--- src/rtl/axi4_lite_pkg.sv ---
// Shared types for the AXI4-Lite master: response codes and FSM state encoding.
package axi4_lite_pkg;

  typedef logic [1:0] resp_t;

  localparam resp_t RESP_OKAY   = 2'b00;
  localparam resp_t RESP_EXOKAY = 2'b01;
  localparam resp_t RESP_SLVERR = 2'b10;
  localparam resp_t RESP_DECERR = 2'b11;

  typedef enum logic [2:0] {
    IDLE = 3'd0,
    WR   = 3'd1,
    WR_B = 3'd2,
    RD_A = 3'd3,
    RD_R = 3'd4,
    RSP  = 3'd5
  } mst_state_t;

endpackage

--- src/rtl/axi4_lite_master.sv ---
// Single-outstanding AXI4-Lite master: one command in, one AXI transfer, one response out.
// Optional wait-state timeout enabled by defining AXI_MST_TIMEOUT_EN.
module axi4_lite_master
  import axi4_lite_pkg::*;
#(
  parameter int ADDR_W         = 32,
  parameter int TIMEOUT_CYCLES = 256
) (
  input  logic              ACLK,
  input  logic              ARESETn,
  input  logic              cmd_valid,
  output logic              cmd_ready,
  input  logic              cmd_write,
  input  logic [ADDR_W-1:0] cmd_addr,
  input  logic [31:0]       cmd_wdata,
  input  logic [3:0]        cmd_wstrb,
  output logic              rsp_valid,
  input  logic              rsp_ready,
  output logic              rsp_write,
  output logic [31:0]       rsp_rdata,
  output logic [1:0]        rsp_resp,
  output logic [ADDR_W-1:0] AWADDR,
  output logic              AWVALID,
  input  logic              AWREADY,
  output logic [31:0]       WDATA,
  output logic [3:0]        WSTRB,
  output logic              WVALID,
  input  logic              WREADY,
  input  logic [1:0]        BRESP,
  input  logic              BVALID,
  output logic              BREADY,
  output logic [ADDR_W-1:0] ARADDR,
  output logic              ARVALID,
  input  logic              ARREADY,
  input  logic [31:0]       RDATA,
  input  logic [1:0]        RRESP,
  input  logic              RVALID,
  output logic              RREADY
);

  mst_state_t state, state_n;
  logic aw_done, w_done, aw_done_n, w_done_n;
  logic cmd_hs, aw_hs, w_hs, b_hs, ar_hs, r_hs;
  logic tmo_hit, tmo;

  assign cmd_hs = cmd_valid && cmd_ready;
  assign aw_hs  = AWVALID && AWREADY;
  assign w_hs   = WVALID && WREADY;
  assign b_hs   = BVALID && BREADY;
  assign ar_hs  = ARVALID && ARREADY;
  assign r_hs   = RVALID && RREADY;

`ifdef AXI_MST_TIMEOUT_EN
  localparam int TMO_W = $clog2(TIMEOUT_CYCLES) + 1;
  logic [TMO_W-1:0] tcnt;
  logic             is_wait;

  assign is_wait = (state == WR) || (state == WR_B) || (state == RD_A) || (state == RD_R);
  assign tmo_hit = is_wait && (tcnt == TMO_W'(TIMEOUT_CYCLES - 1));

  // restarts on every state change so each wait phase gets the full budget
  always_ff @(posedge ACLK or negedge ARESETn)
    if (!ARESETn)               tcnt <= '0;
    else if (state_n != state)  tcnt <= '0;
    else if (is_wait)           tcnt <= tcnt + 1'b1;
`else
  assign tmo_hit = 1'b0 & (TIMEOUT_CYCLES > 0);
`endif

  always_comb begin
    state_n   = state;
    aw_done_n = aw_done;
    w_done_n  = w_done;
    tmo       = 1'b0;
    unique case (state)
      IDLE: begin
        aw_done_n = 1'b0;
        w_done_n  = 1'b0;
        if (cmd_hs) state_n = cmd_write ? WR : RD_A;
      end
      WR: begin
        aw_done_n = aw_done | aw_hs;
        w_done_n  = w_done | w_hs;
        if (aw_done_n && w_done_n) state_n = WR_B;
      end
      WR_B:    if (b_hs)      state_n = RSP;
      RD_A:    if (ar_hs)     state_n = RD_R;
      RD_R:    if (r_hs)      state_n = RSP;
      RSP:     if (rsp_ready) state_n = IDLE;
      default: state_n = IDLE;
    endcase
    if (tmo_hit && state_n == state) begin
      state_n = RSP;
      tmo     = 1'b1;
    end
  end

  // every output is a register derived from the next state, so no VALID
  // ever follows a READY combinationally
  always_ff @(posedge ACLK or negedge ARESETn) begin
    if (!ARESETn) begin
      state     <= IDLE;
      aw_done   <= 1'b0;
      w_done    <= 1'b0;
      cmd_ready <= 1'b0;
      rsp_valid <= 1'b0;
      rsp_write <= 1'b0;
      rsp_rdata <= '0;
      rsp_resp  <= RESP_OKAY;
      AWADDR    <= '0;
      AWVALID   <= 1'b0;
      WDATA     <= '0;
      WSTRB     <= '0;
      WVALID    <= 1'b0;
      BREADY    <= 1'b0;
      ARADDR    <= '0;
      ARVALID   <= 1'b0;
      RREADY    <= 1'b0;
    end else begin
      state     <= state_n;
      aw_done   <= aw_done_n;
      w_done    <= w_done_n;
      cmd_ready <= (state_n == IDLE);
      rsp_valid <= (state_n == RSP);
      AWVALID   <= (state_n == WR) && !aw_done_n;
      WVALID    <= (state_n == WR) && !w_done_n;
      BREADY    <= (state_n == WR_B);
      ARVALID   <= (state_n == RD_A);
      RREADY    <= (state_n == RD_R);
      if (cmd_hs) begin
        rsp_write <= cmd_write;
        if (cmd_write) begin
          AWADDR <= cmd_addr;
          WDATA  <= cmd_wdata;
          WSTRB  <= cmd_wstrb;
        end else begin
          ARADDR <= cmd_addr;
        end
      end
      if (state_n == RSP && state != RSP) begin
        if (tmo) begin
          rsp_resp  <= RESP_DECERR;
          rsp_rdata <= '0;
        end else if (state == WR_B) begin
          rsp_resp  <= BRESP;
          rsp_rdata <= '0;
        end else begin
          rsp_resp  <= RRESP;
          rsp_rdata <= RDATA;
        end
      end
    end
  end

endmodule

--- config.mk ---
export PLATFORM = sky130hd
export DESIGN_NAME = axi4_lite_master
export DESIGN_NICKNAME = d
export VERILOG_FILES = /design/src/rtl/axi4_lite_pkg.sv /design/src/rtl/axi4_lite_master.sv
export SDC_FILE = /design/constraint.sdc
export NUM_CORES = 1
export LEC_CHECK = 0
export ABC_AREA = 1
export CORE_ASPECT_RATIO = 0.8
export CORE_MARGIN = 8
export CORE_UTILIZATION = 45
export CTS_CLUSTER_SIZE = 30
export DETAILED_ROUTE_END_ITERATION = 8
export MAX_ROUTING_LAYER = met4
export PLACE_DENSITY_LB_ADDON = 0.08
export SLEW_MARGIN = 30
export SYNTH_ARGS = -nofsm -noshare
export SYNTH_HDL_FRONTEND = slang
export SYNTH_SLANG_ARGS = --single-unit
--- constraint.sdc ---
create_clock -name ACLK -period 2.5 [get_ports ACLK]
set_clock_uncertainty 0.05 [all_clocks]
set_input_delay 0.5 -clock ACLK [delete_from_list [all_inputs] [get_ports ACLK]]
set_output_delay 0.5 -clock ACLK [all_outputs]
set_load 0.01 [all_outputs]
==> flow_summary.toml, run 1 <==
[sta]
rsz0062_at_grt = "false"
worstMarginPinSlew_ps = 646
fin_crit_ps = 1960
finalSetupTns_ps = 0
fin_crit_sh = 0.784
finalSetupViolations = 0
max_freq_mhz = 510
finalHoldViolations = 0
relSlewSlack = 0.569
maxSlewViolCount = 0

[power]
swShare = 0.319
vdd_ir_drop_max_mv = 0.715
power.density_nw_per_um2 = 1290
p_sw_w = 0.00377
internal-power_w = 0.00806
comb_power_share = 0.408
p_leak_nw = 4.36
seqPwrFrac = 0.353
clockPowerShare = 0.239

[place]
place_hpwl_mm = 12.8
place.gp.congestion = 0.885
io_buffer_count = 255
placed_area_sq_um = 8480

[floorplan]
coreArea_sq_um = 12300
num_rows = 36
fp.dieArea_sq_um = 16500
start_util = 0.464
ios = 256
die_h_um = 117
die_w_um = 142

[setup_path]
cp_slowest_cell = "clkdlybuf4s50_1"
worstSetupPathType = "reg2out"
reg2reg_from = "state[2]$_DFF_PN0_"
slowest_delay_ps = 580
r2r_end = "rsp_rdata[23]$_DFFE_PN0P_"
worstRegToRegCells = 8
cp-start-kind = "register"
crit_buf_inv = 1
cp-end-kind = "output pin"
critPathTopFamily = "buffers and inverters"
worstPathCellList = "clkdlybuf4s50_1"
worstPathArrival_ps = 1410
worst-path-max-fanout = 2
regToRegSetupSlack_ps = 560
crit_required_ps = 1950

[grt]
grt.overflow.total = 0
grt_pass1_wl_mm = 26.3
grt_usage = 0.215
antenna_found_initial = 0
grt_pass1_vias = 5000
grt_max_degree = 70

[detailed_routing]
finalWirelength_mm = 16.9
wl_per_cell_um = 16.9
drc = 0
first_pass_iters = 5
viasPerCell = 4.73
drt_iter0_markers = 288
detail-route-antenna-nets = 0
route.vias.total = 4727

[synthesis]
syn_area_sq_um = 5690
netlist_instances = 554
syn-num-nets = 668
avgSynthCellArea_sq_um = 10.3
ys_seq_elements = 147
ys_seq_area_frac = 0.647
ys_warn_count = 0
synth_cell_types = 19

[clocking]
root_buffer = "clkbuf_16"
h-tree-depth = 4
cts_resized = 0
clk_pin_slew_ps = 60
cts_hold_buf = 0
cts_tree = "built"
clkLatencyLatePin_ps = 410
cts_buffers = 17
cts_setup_buffers = 0
cts_sinks = 147
cts_buffer_depth = 2

[finish]
n_antenna_cell = 0
fin_area_sq_um = 9150
n_fill_cell = 879
nets = 929
area_delta_synth_final_pct = 60.8
final_layout_size_suffix_gt1_frac = 0.124

[worst_hold_path]
min-delay-path-class = "in2async"

[flow_run]
drv_cap = 0

[status]
status = "finished, final reports clean"
-- layer usage --
layer  GRT usage  vias to the layer above  wire length [um]
met1       0.238                     2225              6740
met3      0.0805                       28              1550
met2       0.348                      201              8230
met4      0.0885                        0               347
li1            -                     2273                 -
met5           -                        -                 0
-- worst max-delay path by stage --
stage | start | slack [ps] | end | cells after the start
global route | state[2]$_DFF_PN0_ | 360 | rsp_rdata[23]$_DFFE_PN0P_ | 8
CTS | ARADDR[15]$_DFFE_PN0P_ | 520 | ARADDR[15] | 1
floorplan | cmd_valid | 920 | WDATA[0]$_DFFE_PN0P_ | 6
finish | ARADDR[15]$_DFFE_PN0P_ | 540 | ARADDR[15] | 1
global placement | cmd_valid | 260 | rsp_resp[1]$_DFFE_PN0P_ | 10
detailed placement | cmd_valid | 210 | rsp_rdata[23]$_DFFE_PN0P_ | 10
-- through the flow --
| stage | hold slack, ps | worst slack, ps | power, W | util | cells |
|---|---|---|---|---|---|
| 3_5_place_dp | 409 | 208 | 0.00909 | 0.692 | 967 |
| 6_report | 27.6 | 539 | 0.0118 | 0.747 | 999 |
| 3_3_place_gp | 404 | 263 | 0.00896 | 0.692 | 967 |
| 4_1_cts | 51.8 | 519 | 0.0120 | 0.747 | 999 |
| 2_1_floorplan | 154 | 920 | 0.00605 | - | 554 |
| 5_1_grt | 75.4 | 363 | 0.0126 | 0.747 | 999 |
-- Yosys cell counts (all sizes together) --
master    n  area (sq um)
clkbuf   13          48.8
buf      11          77.6
nand3     7          35.0
dfrtp   147          3680
o21ai    66           330
nor3      2          10.0
mux2     36           405
o21a      1          7.51
inv      47           176
nand2   202           793
nor2     17          73.8
nand4     5          52.6
-- final cells by class --
cell class / count / area [sq um] / share of cell area
Clock buffer: 17 / 425 / 0.0465
Clock inverter: 15 / 238 / 0.0260
Multi-Input combinational cell: 336 / 1720 / 0.188
Sequential cell: 147 / 3680 / 0.402
Timing Repair Buffer: 266 / 2700 / 0.295
Tap cell: 171 / 214 / 0.0234
Inverter: 47 / 176 / 0.0193
-- kinds of logic after synthesis --
| group | after synthesis | share of synthesized area |
|---|---|---|
| compound gates | 67 | 0.0594 |
| buf+inv | 71 | 0.0532 |
| flops | 147 | 0.647 |
| mux | 36 | 0.0713 |
| simple gates | 233 | 0.170 |
-- power groups by stage --
stage          clock (W)  sequential [W]  combinational (W)
2_1_floorplan          0         0.00464            0.00141
3_3_place_gp           0         0.00414            0.00482
3_5_place_dp           0         0.00419            0.00490
4_1_cts          0.00289         0.00418            0.00492
5_1_grt          0.00301         0.00432            0.00524
6_report         0.00283         0.00417            0.00483
-- layout by cell type, fill, tap and decap left out, drive strengths merged --
| cell type | Yosys | layout |
|---|---|---|
| bufinv | 0 | 6 |
| clkbuf | 13 | 17 |
| clkdlybuf4s50 | 0 | 254 |
| inv | 47 | 47 |
| nand4 | 5 | 5 |
| clkinv | 0 | 7 |
| nor3 | 2 | 2 |
| nand3 | 7 | 7 |
| o21ai | 66 | 66 |
| mux2 | 36 | 36 |
| nand2 | 202 | 202 |
| o21a | 1 | 1 |
| clkinvlp | 0 | 2 |
| nor2 | 17 | 17 |
| buf | 11 | 12 |
| dfrtp | 147 | 147 |
-- flip-flops by register name, summed over array words and instances (netlist names), 2 cells and up --
| register | cells |
|---|---|
| ARADDR | 32 |
| AWADDR | 32 |
| WDATA | 32 |
| WSTRB | 4 |
| rsp_rdata | 32 |
| rsp_resp | 2 |
| state | 3 |
Note: power is estimated with default switching activity, not from simulation.
==> run 2: changes to the inputs <==
CORE_UTILIZATION = 42   (was 45)
clock period = 1.97 ns   (was 2.5 ns; I/O delays follow)
==> run 2 against run 1 <==
Net effect:
- first-iteration DRC count is 7.6% higher
- via count is 0.30% lower
- count of clock-buffer cells in the layout is 6 higher
- flip-flop and latch count stayed put
- power is 28% higher
- highest routed layer unchanged
- critical path depth stayed put
==> flow_summary.toml, run 2 (synthesis gave the netlist of run 1 again) <==
[clocking]
clkLatencyLatePin_ps = 410
h-tree-depth = 4
cts_buffer_depth = 2
cts_tree = "built"
cts_buffers = 17
root_buffer = "clkbuf_16"
cts_resized = 0
cts_setup_buffers = 0
cts_hold_buf = 1
cts_sinks = 147
clk_pin_slew_ps = 60

[setup_path]
critPathTopFamily = "buffers and inverters"
cp-end-kind = "output pin"
worstPathArrival_ps = 1380
cp_slowest_cell = "clkdlybuf4s50_1"
slowest_delay_ps = 590
crit_required_ps = 1530
worstPathCellList = "clkdlybuf4s50_1"
cp-start-kind = "register"
worstSetupPathType = "reg2out"
startpoint = "rsp_rdata[9]$_DFFE_PN0P_"
reg2reg_from = "state[2]$_DFF_PN0_"
worst-path-max-fanout = 2
crit_buf_inv = 1

[grt]
antenna_found_initial = 0
grt_busiest_layer = "met2"
grt_usage = 0.199
grt_pass1_vias = 5072
use_met3 = 0.0767
globalRouteMet1Util = 0.233
grt_max_degree = 51
met2_usage = 0.315
grt_pass1_wl_mm = 26.9
grt.overflow.total = 0

[place]
placed_area_sq_um = 8600
place_hpwl_mm = 12.8
io_buffer_count = 255
place.gp.congestion = 0.892
dp_cells = 987

[detailed_routing]
viasPerCell = 4.62
detail-route-antenna-nets = 0
route.vias.total = 4713
drc = 0
wl_per_cell_um = 16.4
first_pass_iters = 5
finalWirelength_mm = 16.8
drt_iter0_markers = 310

[finish]
n_antenna_cell = 0
area_delta_synth_final_pct = 63.2
register_area_sq_um = 3680
final_cells = 1020
utilization = 0.692
final_layout_size_suffix_gt1_frac = 0.135
fin_area_sq_um = 9280
n_fill_cell = 1039
multi_input_area_sq_um = 1720
nets = 941
layout.cells.most_common = "clkdlybuf4s50_1"
final_cell_mix = "clkdlybuf4s50_1, nand2_1, dfrtp_1"

[sta]
finalHoldViolations = 0
relSlewSlack = 0.697
maxSlewViolCount = 0
finalSetupViolations = 0
finalSetupTns_ps = 0
fin_crit_ps = 1820
fin_crit_sh = 0.924
rsz0062_at_grt = "false"
hold_ws_ps = 422
worstMarginPinSlew_ps = 455
max_freq_mhz = 549

[floorplan]
coreArea_sq_um = 13400
die_w_um = 146
ios = 256
start_util = 0.424
fp.dieArea_sq_um = 17500
num_rows = 38
die_h_um = 120

[power]
p_leak_nw = 4.43
vdd_ir_drop_max_mv = 0.820
power.density_nw_per_um2 = 1630

[worst_hold_path]
min-delay-path-class = "in2async"

[status]
status = "finished, final reports clean"

[flow_run]
drv_cap = 0
[run 2: cell count changes in the layout (fill, tap and decap cells not counted), sizes merged]
cell	previous run	this run
bufinv	6	5
clkinvlp	2	1
buf	12	23
dlygate4sd3	0	1
clkbuf	17	23
clkinv	7	3
[run 2: report_power, final]
part / internal (W) / leakage [nW] / switching (W)
combinational: 0.00351 / 2.25 / 0.00272
sequential: 0.00446 / 1.85 / 0.000859
clock: 0.00241 / 0.329 / 0.00118
[run 2: per-stage QoR]
step | power (W) | worst slack [ps]
floorplan | 0.00768 | 465
global placement | 0.0115 | 25.6
detailed placement | 0.0117 | 4.13
CTS | 0.0153 | 115
global route | 0.0161 | 2.47
finish | 0.0151 | 149
[run 2: worst paths after layout]
check                                                  to  slack [ps]  cells after the start
worst min-delay path                WDATA[26]$_DFFE_PN0P_         420                      2
worst min register to register  rsp_rdata[29]$_DFFE_PN0P_         420                      2
worst max register to register  rsp_rdata[27]$_DFFE_PN0P_         170                      8
worst max-delay path                         rsp_rdata[9]         150                      1
max in group asynchronous                WVALID$_DFF_PN0_         840                      3
min in group ACLK               rsp_rdata[29]$_DFFE_PN0P_         420                      2
[run 2: area by class of cell]
type | instances | share of cell area
Timing Repair Buffer | 278 | 0.303
Inverter | 47 | 0.0190
Clock buffer | 23 | 0.0536
Sequential cell | 147 | 0.396
Clock inverter | 9 | 0.0186
Multi-Input combinational cell | 336 | 0.185
Tap cell | 180 | 0.0243
[run 2: per-layer routing]
metal | routed length (um) | part of all wire
met1 | 7160 | 0.43
met2 | 8210 | 0.49
met3 | 1250 | 0.074
met4 | 145 | 0.0087
met5 | 0 | 0
==> run 3: changes to the inputs <==
CAP_MARGIN = 30   (was not set)
==> results of run 3 <==
Final layout, timing and power as in run 2 (identical DEF).
